### src/rtl/super_pkg.sv
// Shared LSU request types: request payload, its null value and the arbiter source ids.
package super_pkg;

    typedef struct packed {
        logic [31:0] addr;
        logic [31:0] wdata;
        logic        we;
        logic [1:0]  size;
        logic        early_load;
        logic        cheri_en;
        logic [3:0]  cheri_perms;
    } lsu_req_info_t;

    localparam lsu_req_info_t NULL_LSU_REQ_INFO = '{
        addr:        32'h0000_0000,
        wdata:       32'h0000_0000,
        we:          1'b0,
        size:        2'b00,
        early_load:  1'b0,
        cheri_en:    1'b0,
        cheri_perms: 4'h0
    };

    typedef enum logic {
        SRC_ISSUE = 1'b0,
        SRC_DRAIN = 1'b1
    } lsu_arb_src_e;

endpackage

### src/rtl/lsu_arb_starve_cnt.sv
// Saturating starvation counter for the drain requester; clear has priority over increment.
module lsu_arb_starve_cnt #(
    parameter int StarveLimit = 4,
    parameter int CntW        = $clog2(StarveLimit + 1)
) (
    input  logic            clk,
    input  logic            rst,
    input  logic            clr,
    input  logic            inc,
    output logic [CntW-1:0] cnt,
    output logic            at_limit
);

    localparam logic [CntW-1:0] Limit = CntW'(StarveLimit);

    // Count lost-arbitration cycles, holding once the limit is reached.
    always_ff @(posedge clk) begin
        if (rst) begin
            cnt <= {CntW{1'b0}};
        end else if (clr) begin
            cnt <= {CntW{1'b0}};
        end else if (inc && (cnt != Limit)) begin
            cnt <= cnt + CntW'(1);
        end else begin
            cnt <= cnt;
        end
    end

    assign at_limit = (cnt == Limit);

endmodule

### src/rtl/lsu_req_arb.sv
// Two-requester arbiter (speculative issue vs. committed drain) feeding one registered
// output slot towards the LSU interface stage.
module lsu_req_arb
    import super_pkg::*;
#(
    parameter int StarveLimit = 4,
    parameter int CntW        = $clog2(StarveLimit + 1)
) (
    input  logic                clk_i,
    input  logic                rst_i,
    input  logic                flush_i,
    input  logic [1:0]          req_valid_i,
    input  lsu_req_info_t [1:0] req_info_i,
    output logic [1:0]          req_ready_o,
    output logic                us_valid_o,
    output lsu_req_info_t       us_req_o,
    output logic                us_src_o,
    input  logic                lsif_rdy_i
);

    logic            slot_free;
    logic            pri1;
    logic            elig0;
    logic            gnt0;
    logic            gnt1;
    logic            cnt_clr;
    logic            cnt_inc;
    logic [CntW-1:0] starve_cnt;

    // Grant logic: each ready depends only on the competing requester's claim.
    always_comb begin
        slot_free      = ~us_valid_o | lsif_rdy_i;
        elig0          = ~flush_i;
        req_ready_o[0] = slot_free & elig0 & ~(pri1 & req_valid_i[1]);
        req_ready_o[1] = slot_free & (pri1 | ~(elig0 & req_valid_i[0]));
        gnt0           = req_valid_i[0] & req_ready_o[0];
        gnt1           = req_valid_i[1] & req_ready_o[1];
        cnt_clr        = ~req_valid_i[1] | gnt1;
        // Backpressure stalls (slot not free) are not counted as starvation.
        cnt_inc        = req_valid_i[1] & ~req_ready_o[1] & slot_free;
    end

    // Output slot: load on grant, drop issue entries on flush, clear on pop.
    always_ff @(posedge clk_i) begin
        if (rst_i) begin
            us_valid_o <= 1'b0;
            us_src_o   <= SRC_ISSUE;
            us_req_o   <= NULL_LSU_REQ_INFO;
        end else if (gnt0 || gnt1) begin
            us_valid_o <= 1'b1;
            us_src_o   <= gnt1 ? SRC_DRAIN : SRC_ISSUE;
            us_req_o   <= gnt1 ? req_info_i[1] : req_info_i[0];
        end else if (flush_i && us_valid_o && (us_src_o == SRC_ISSUE)) begin
            us_valid_o <= 1'b0;
            us_src_o   <= us_src_o;
            us_req_o   <= us_req_o;
        end else if (us_valid_o && lsif_rdy_i) begin
            us_valid_o <= 1'b0;
            us_src_o   <= us_src_o;
            us_req_o   <= us_req_o;
        end else begin
            us_valid_o <= us_valid_o;
            us_src_o   <= us_src_o;
            us_req_o   <= us_req_o;
        end
    end

    lsu_arb_starve_cnt #(
        .StarveLimit (StarveLimit),
        .CntW        (CntW)
    ) u_starve_cnt (
        .clk      (clk_i),
        .rst      (rst_i),
        .clr      (cnt_clr),
        .inc      (cnt_inc),
        .cnt      (starve_cnt),
        .at_limit (pri1)
    );

endmodule

### config.mk
export PLATFORM = sky130hd
export DESIGN_NAME = lsu_req_arb
export DESIGN_NICKNAME = d
export VERILOG_FILES = /design/src/rtl/super_pkg.sv /design/src/rtl/lsu_arb_starve_cnt.sv /design/src/rtl/lsu_req_arb.sv
export SDC_FILE = /design/constraint.sdc
export NUM_CORES = 1
export LEC_CHECK = 0
export CAP_MARGIN = 5
export CORE_MARGIN = 10
export CORE_UTILIZATION = 37
export CTS_CLUSTER_SIZE = 20
export DETAILED_ROUTE_END_ITERATION = 7
export PLACE_DENSITY_LB_ADDON = 0.12
export SLEW_MARGIN = 20
export SYNTH_ARGS = -nofsm -noshare
export SYNTH_HDL_FRONTEND = slang
export SYNTH_SLANG_ARGS = --single-unit
### constraint.sdc
create_clock -name clk_i -period 2.3 [get_ports clk_i]
set_input_delay 0.46 -clock clk_i [delete_from_list [all_inputs] [get_ports clk_i]]
set_output_delay 0.46 -clock clk_i [all_outputs]
set_load 0.005 [all_outputs]
==> flow_summary.toml <==
[final_layout]
nets = 814
multi_input_area_um2 = 1770
seq_area_um2 = 1560
final_area_um2 = 6340
num_antenna_cells = 0
syn2layout_area_growth_pct = 79.2
final_common_cell = "clkdlybuf4s50_1"
layout-drive-gt1-share = 0.0949
layout_common_cells = "226 x clkdlybuf4s50_1, 138 x nand2_1, 76 x dfxtp_1"
fin_util = 0.683
n_fill_cell = 759

[placed_design]
placed_cell_area_um2 = 6050
hpwl_mm = 10.4
post-place-ws_ps = -65.1
globalplace.congestion = 0.763
port_buffers = 228

[floorplanning]
design.core.area_um2 = 9280
fp-row-count = 35
ioPinCount = 229
start_util = 0.381
dieArea_um2 = 13900
die_x_um = 118
dieHeight_um = 118

[sta]
fmax_mhz = 448
tightest_slew_ps = 387
skew_ps = 9.53
hold_viol_final = 0
setup_tns_ps = 0
grt_setup_unrepaired = "no"
slew_viol_final = 0
finalWorstSetupSlack_ps = 67.3
period_share = 0.971
fin_crit_ps = 2230
max_slew_margin = 0.742
setup_violations = 0

[global_routing]
grt_pass1_wl_mm = 22.2
grt_overflow = 0
grt_use_total = 0.193
grt_max_degree = 77
antenna_found_initial = 0
grt_pass1_vias = 4159

[worst_setup_path]
critical_path_arrival_ps = 1770
rr_worst_depth = 8
cp-end-kind = "output pin"
required_ps = 1840
critPathLaunchType = "primary input"
r2r_start = "u_starve_cnt.cnt[0]"
critPathKind = "in -> out"
r2r_setup_slack_ps = 270
path_max_fanout = 3
r2r-end = "us_req_o[35]"

[clock_tree]
numCtsBuffers = 9
cts.sinks = 78
h-tree-depth = 3
clk_pin_slew_worst_paths_ps = 70
cts_tree = "built"
cts_buffer_depth = 2
cts_root_buf = "clkbuf_8"
clk_latency_ps = 350

[route]
drt-vias-per-instance = 5.03
drt_first_pass_iters = 4
wire_per_inst_um = 17.5
antenna_left = 0
via_count = 3989
wl_mm = 13.9
route.detailed.drc = 0
drt_iter0_drc = 298

[logic_synthesis]
synth_nets = 595
syn_area_per_cell_um2 = 8.02
ys_types = 27
netlist_instances = 441
syn_area_um2 = 3540
synth-main-ff-cell = "dfxtp_1"
async_flop_share = 0
ys_ff_latch = 78
yosys_warnings = 0
synth-edff-count = 0
seq_area_frac_synth = 0.441

[pwr]
power_density_nw_per_um2 = 600
irDropWorstVdd_v = 0.000357
power_uw = 3810
p_leak_uw = 0.00233

[run_status]
status = "finished clean"

[min_path]
holdPathStages = 2
worstHoldStart = "u_starve_cnt.cnt[1]"
min_to = "u_starve_cnt.cnt[1]"
hold_class = "reg -> reg"

[flow_run]
maxCapViolCount = 0
==> worst max-delay path by stage <==
stage | start | end | slack (ps) | cells past startpoint
after floorplan | u_starve_cnt.cnt[0] | us_req_o[3] | 380 | 8
after global placement | flush_i | us_req_o[56] | 30 | 7
after detailed placement | flush_i | us_req_o[35] | -70 | 7
after CTS | u_starve_cnt.cnt[0] | req_ready_o[1] | 20 | 6
after global routing | flush_i | req_ready_o[1] | 6 | 5
final | flush_i | req_ready_o[1] | 70 | 5
==> power breakdown <==
group,internal [µW],leakage (µW),switching (µW)
registers,1470,0.000648,61.0
logic,591,0.00156,361
clock network,827,0.000124,494
total,2890,0.00233,916
==> Yosys cell counts (2+ instances only) <==
cell type | number | area, µm²
nor2_1 | 76 | 285
nand2_1 | 138 | 518
clkbuf_1 | 23 | 86.3
a311oi_1 | 63 | 552
a311oi_2 | 10 | 150
ha_1 | 2 | 25.0
a21oi_1 | 4 | 20.0
dfxtp_1 | 78 | 1560
inv_1 | 2 | 7.51
nand2_2 | 10 | 62.6
buf_1 | 6 | 22.5
buf_6 | 8 | 90.1
nor3_1 | 2 | 10.0
buf_2 | 4 | 20.0
a211oi_1 | 2 | 15.0
nand2b_1 | 2 | 12.5
==> state kept, by name, indices dropped and copies added (netlist names) <==
name and count:
u_starve_cnt.cnt 3, us_valid_o 1, us_req_o 73, us_src_o 1
==> metrics by stage <==
| step | std cells | hold slack [ps] |
|---|---|---|
| 3_3_place_gp | 775 | 462 |
| 6_report | 793 | 478 |
| 5_1_grt | 793 | 494 |
| 4_1_cts | 790 | 481 |
| 2_1_floorplan | 441 | 449 |
| 3_5_place_dp | 775 | 464 |
==> per-layer routing <==
metal / vias to the layer above / track usage / routed length, µm
met1: 1854 / 0.216 / 5690
met4: 0 / 0.0394 / 160
met5: - / 0 / 0
met2: 158 / 0.332 / 6840
li1: 1966 / - / -
met3: 11 / 0.0849 / 1220
==> layout make-up <==
type,count,area share
clock buffers,11,0.0207
clock inverters,4,0.0189
inverters,2,0.00118
multi-input cells,320,0.280
flip-flops and latches,78,0.247
well taps,129,0.0255
repair buffers,249,0.407
==> logic make-up after synthesis <==
family,after synthesis,synth area share
multiplexers,1,0.00283
AND/OR/NAND/NOR,234,0.263
buffers and inverters,43,0.0640
flip-flops,78,0.441
adder cells (fa/ha/maj),2,0.00707
AO/OA/AOI/OAI,83,0.221
==> worst max-delay path, cell delays in order <==
cell and delay, ps:
clkdlybuf4s50_1 500, nand2b_4 170, nor2_4 40, nor2_1 100, clkdlybuf4s50_1 510
==> what timing repair did <==
| action | in CTS | in global routing |
|---|---|---|
| setup endpoints to repair | 2 | 1 |
| gates resized for setup | 2 | 4 |
| hold buffers | 0 | 0 |
| buffers inserted | 0 | 3 |
| pin swaps | 0 | 0 |
Power figures use the tool's default switching activity.
